$ cat config.mk
export PLATFORM = sky130hd
export DESIGN_NAME = aftab_aau_seq
export DESIGN_NICKNAME = d
export VERILOG_FILES = /design/src/rtl/aftab_aau_pkg.sv /design/src/rtl/aftab_aau_special.sv /design/src/rtl/aftab_aau_seq.sv
export SDC_FILE = /design/constraint.sdc
export NUM_CORES = 1
export LEC_CHECK = 0
export CAP_MARGIN = 20
export CORE_ASPECT_RATIO = 1.2
export CORE_MARGIN = 2
export CORE_UTILIZATION = 39
export CTS_CLUSTER_SIZE = 8
export DETAILED_ROUTE_END_ITERATION = 8
export PLACE_DENSITY_LB_ADDON = 0.2
export SETUP_SLACK_MARGIN = 0.4
export SLEW_MARGIN = 10
export SYNTH_ARGS = -nofsm -noshare
export SYNTH_HDL_FRONTEND = slang
export SYNTH_SLANG_ARGS = --single-unit
$ cat constraint.sdc
create_clock -name clk -period 1.9 [get_ports clk]
set_input_delay 0.38 -clock clk [delete_from_list [all_inputs] [get_ports clk]]
set_output_delay 0.38 -clock clk [all_outputs]
set_load 0.02 [all_outputs]
$ cat src/rtl/aftab_aau_pkg.sv
// aftab_aau_pkg: shared opcodes, FSM encoding and decode helpers for the AAU sequencer
package aftab_aau_pkg;
  localparam logic [2:0] F_MUL    = 3'b000;
  localparam logic [2:0] F_MULH   = 3'b001;
  localparam logic [2:0] F_MULHSU = 3'b010;
  localparam logic [2:0] F_MULHU  = 3'b011;
  localparam logic [2:0] F_DIV    = 3'b100;
  localparam logic [2:0] F_DIVU   = 3'b101;
  localparam logic [2:0] F_REM    = 3'b110;
  localparam logic [2:0] F_REMU   = 3'b111;
  localparam logic [1:0] S_IDLE   = 2'd0;
  localparam logic [1:0] S_LAUNCH = 2'd1;
  localparam logic [1:0] S_WAIT   = 2'd2;
  localparam logic [1:0] S_FINISH = 2'd3;
  localparam logic [31:0] MIN_INT  = 32'h8000_0000;
  localparam logic [31:0] ALL_ONES = 32'hFFFF_FFFF;
  // Returns {signedSigned, signedUnsigned, unsignedUnsigned}
  function automatic logic [2:0] mode_of(input logic [2:0] op);
    return op == F_MULHSU ? 3'b010 : (op[0] && op != F_MULH) ? 3'b001 : 3'b100;
  endfunction
  // Divide: remainder lives in H; multiply: everything but MUL reads H
  function automatic logic sel_high(input logic [2:0] op);
    return op[2] ? op[1] : op != F_MUL;
  endfunction
endpackage

$ cat src/rtl/aftab_aau_special.sv
// aftab_aau_special: detects RISC-V divide corner cases and produces their architectural result
module aftab_aau_special
  import aftab_aau_pkg::*;
(
  input  logic [2:0]  op,
  input  logic [31:0] rs1,
  input  logic [31:0] rs2,
  output logic        bypass,
  output logic [31:0] value
);
  logic zero, ovf;
  assign zero   = rs2 == '0;
  assign ovf    = !op[0] && rs1 == MIN_INT && rs2 == ALL_ONES;
  assign bypass = op[2] && (zero || ovf);
  assign value  = zero ? (op[1] ? rs1 : ALL_ONES) : (op[1] ? '0 : MIN_INT);
endmodule

$ cat src/rtl/aftab_aau_seq.sv
// aftab_aau_seq: launches one RV32M op on the AAU, waits with timeout, returns the selected word
module aftab_aau_seq
  import aftab_aau_pkg::*;
#(
  parameter int TIMEOUT_CYCLES = 64
) (
  input  logic        clk,
  input  logic        rst,
  input  logic        start,
  input  logic [2:0]  funct3,
  input  logic [31:0] rs1,
  input  logic [31:0] rs2,
  output logic        busy,
  output logic        done,
  output logic [31:0] result,
  output logic        err,
  output logic [31:0] aauA,
  output logic [31:0] aauB,
  output logic        multAAU,
  output logic        divideAAU,
  output logic        signedSigned,
  output logic        signedUnsigned,
  output logic        unsignedUnsigned,
  input  logic [31:0] aauH,
  input  logic [31:0] aauL,
  input  logic        completeAAU,
  input  logic        dev0
);
  localparam int CW = $clog2(TIMEOUT_CYCLES + 1);
  logic [1:0]    state;
  logic [2:0]    op;
  logic [CW-1:0] cnt;
  logic          byp, dz_div;
  logic [31:0]   byp_val, dz_val;
  aftab_aau_special u_req (.op(funct3), .rs1(rs1), .rs2(rs2), .bypass(byp), .value(byp_val));
  // Same corner-case logic with a forced zero divisor supplies the dev0 fallback
  aftab_aau_special u_dz (.op(op), .rs1(aauA), .rs2('0), .bypass(dz_div), .value(dz_val));
  assign busy      = state == S_LAUNCH || state == S_WAIT;
  assign done      = state == S_FINISH;
  assign multAAU   = state == S_LAUNCH && !op[2];
  assign divideAAU = state == S_LAUNCH && op[2];
  assign {signedSigned, signedUnsigned, unsignedUnsigned} = busy ? mode_of(op) : 3'b000;
  always_ff @(posedge clk) begin
    if (!rst) begin
      state  <= S_IDLE;
      op     <= '0;
      cnt    <= '0;
      result <= '0;
      err    <= 1'b0;
      aauA   <= '0;
      aauB   <= '0;
    end else begin
      case (state)
        S_IDLE: if (start) begin
          op    <= funct3;
          aauA  <= rs1;
          aauB  <= rs2;
          err   <= 1'b0;
          state <= byp ? S_FINISH : S_LAUNCH;
          if (byp) result <= byp_val;
        end
        S_LAUNCH: begin
          cnt   <= '0;
          state <= S_WAIT;
        end
        S_WAIT: if (completeAAU) begin
          result <= (dev0 && dz_div) ? dz_val : sel_high(op) ? aauH : aauL;
          state  <= S_FINISH;
        end else if (cnt == CW'(TIMEOUT_CYCLES)) begin
          err    <= 1'b1;
          result <= '0;
          state  <= S_FINISH;
        end else begin
          cnt <= cnt + 1'b1;
        end
        default: state <= S_IDLE;
      endcase
    end
  end
endmodule

==> key figures <==
Outcome
  • Status: finished with violations
  • Failing checks: setup timing

Routing
  • DRT Wirelength: 23000 um
  • Drt first-iter violations: 439
  • Vias: 6534
  • DR vias/cell: 5.17
  • Residual DRC: 0
  • DRT antenna net count: 0
  • DRT Pass-1 Iters: 5
  • WL per Instance: 18.2 um

Logic synthesis
  • Syn_nets: 883
  • Synth warnings: 0
  • Cells after Synth: 741
  • #FFs+latches synth: 109
  • Seq/Total Area, Yosys: 37.4%
  • Asr flop ratio synth: 0%
  • Ys flop type: dfxtp_1
  • Post-synth EDFFs: 0
  • Top area cells in the synthesized netlist: dfxtp_1, nand2_1, mux2i_1
  • Mapped Area: 5830 um^2
  • Syn Area/Cell: 7.87 um^2
  • Yosys top cell by area: dfxtp_1
  • Synth top area share: 37.4%
  • Synth cell types: 41

Clocking
  • H-tree depth: 3
  • CTS sink count: 109
  • CTS root buf: clkbuf_16
  • Worst skew pair latency: 0.35 ns
  • CTS Buf Count: 9
  • Clk slew on worst S/H paths: 0.07 ns
  • Hold_buf cts: 0
  • CTS tree: done
  • Max Root-Sink Buffers: 2

GRT
  • Global-route wire length before repair: 32300 um
  • Antenna violations before repair: 2
  • Vias in the first global route: 5996
  • Grt ovf: 0
  • GRT Resource Usage Total: 26.3%
  • Maximum number of pins on one net before global-route repair: 62

Final layout
  • Non-Filler Instances: 1263
  • Layout overhead on the synthesized area: 78.6%
  • Commonest non-fill, non-tap cell in the layout: nand2_1
  • Commonest cells after routing, fill and taps aside: nand2_1, dlygate4sd2_1, dfxtp_1, clkdlybuf4s50_1, buf_4
  • Share of layout cells above drive strength 1: 25.7%
  • Layout fillers: 1215
  • Layout Nets: 1199

Worst setup path
  • Critical Path Source: rs2[20]
  • Critical path fanouts, max: 7
  • Critical path class: in2reg
  • R2r startpoint: cnt[0]
  • Arrival time worst endpoint: 2.27 ns
  • Req. time, crit path: 2.14 ns
  • Crit path launch type: input pin
  • Crit. End Element: register

Power
  • Sequential share of power: 34.0%
  • Internal power: 5.01 mW
  • Clock power share: 24.9%
  • VDD IR max: 0.000445 V
  • Leakage Power: 4.86 nW
  • Pwr Density: 734 nW/um^2
  • Switching Power: 2.64 mW
  • Switching Fraction: 34.5%
  • Combinational share of power: 41.1%

Place
  • Dpl cells: 1212
  • Post-DP HPWL: 14800 um
  • Final weighted congestion in routability-driven placement: 0.881
  • Dpl ws: -0.969 ns
  • Buffers on Ports: 239

Floorplan
  • Full die area: 16000 um^2
  • Die H: 138 um
  • Initial Util: 40.1%
  • I/O pin count: 240
  • Core Rows: 48
  • Core footprint: 14500 um^2
  • Chip Width: 116 um

Timing
  • Setup TNS: -3.85 ns
  • Post-route setup slack: -0.129 ns
  • Final setup viols: 36
  • Fin. Hold Viols: 0
  • Setup Skew: 0.00885 ns
  • RSZ-0062 raised after global routing: yes
  • Slew Limit Fails: 0
  • Minimum clock period after layout: 2.03 ns
  • Slew at the pin with the worst max-slew slack: 0.417 ns
  • Max Fclk: 493 MHz
  • Period utilization: 107%
  • Relative slew slack: 72.2%

Min path
  • Hold Crit Class: in2reg
  • Worst hold start: rs1[5]

Flow run
  • Max cap viols: 0
power by group through the flow:
stage / sequential, mW / clock, mW / combinational [mW]
detailed placement: 2.64 / 0 / 2.35
floorplan: 2.82 / 0 / 0.960
global route: 2.62 / 2.02 / 3.32
CTS: 2.59 / 1.92 / 2.53
finish: 2.60 / 1.91 / 3.15
global placement: 2.64 / 0 / 2.35
state kept, by name, summed over array words and instances (netlist names):
| signal | flops |
|---|---|
| aauB | 32 |
| result | 32 |
| state | 2 |
| op | 3 |
| aauA | 32 |
| err | 1 |
| cnt | 7 |
cells in the mapped netlist, types with 14 or more instances:
cell type,instances
a211oi_1,32
a21boi_0,68
a21oi_1,34
clkbuf_1,47
dfxtp_1,109
inv_1,39
mux2i_1,63
nand2_1,177
nand4_1,14
nor3_1,37
nor4_1,15
o21ai_0,36
layout make-up:
type,instances,area [um^2],area share [%]
Multi-Input combinational cell,534,3830,36.7
Timing Repair Buffer,363,3710,35.6
Sequential cell,109,2190,21.1
Tap cell,200,250,2.40
Clock buffer,11,233,2.23
Inverter,40,153,1.47
Clock inverter,4,48.8,0.468
Antenna cell,2,5.00,0.0480
routing by layer:
layer | GRT usage [%] | routed length [um]
met2 | 43.5 | 11000
met4 | 8.80 | 669
met3 | 5.29 | 1690
met5 | 0 | 0
met1 | 34.4 | 9620
critical path, cell delays in order:
cell and delay, ns:
clkdlybuf4s50_1 0.45, nor4_1 0.29, and4_1 0.31, nand2_1 0.12
o22a_1 0.21, o21a_4 0.21, buf_12 0.17, mux2i_1 0.12
worst paths after layout:
| kind | end | slack [ns] | cells after the start |
|---|---|---|---|
| worst max-delay path | result[15] | -0.13 | 8 |
| worst min-delay path | aauA[5] | 0.28 | 3 |
| worst max register to register | result[15] | -0.10 | 9 |
| worst min register to register | aauB[3] | 0.45 | 2 |
timing repair:
action | 4_1_cts | 5_1_grt
gates cloned | 6 | 7
buffers inserted | 9 | 12
pin swaps | 18 | 81
setup endpoints to repair | 191 | 100
gates resized for setup | 220 | 219
logic make-up after synthesis:
| group | Yosys count | synth area share, % |
|---|---|---|
| buffers and inverters | 98 | 7.48 |
| adders and majority gates | 6 | 1.29 |
| and+or+nand+nor | 276 | 21.3 |
| muxes | 63 | 10.8 |
| xor gates and xnor gates | 6 | 0.901 |
| DFF | 109 | 37.4 |
| AOI/OAI and AO/OA | 183 | 20.8 |
metrics by stage:
stage	cell area [um^2]	power (mW)	hold WS [ns]	util (%)
floorplan	5890	3.78	0.477	-
global placement	9060	4.99	0.444	62.3
detailed placement	9060	4.99	0.452	62.3
CTS	9620	7.04	0.275	66.2
global route	10400	7.96	0.292	71.7
finish	10400	7.65	0.277	71.7
Power figures use the tool's default switching activity.
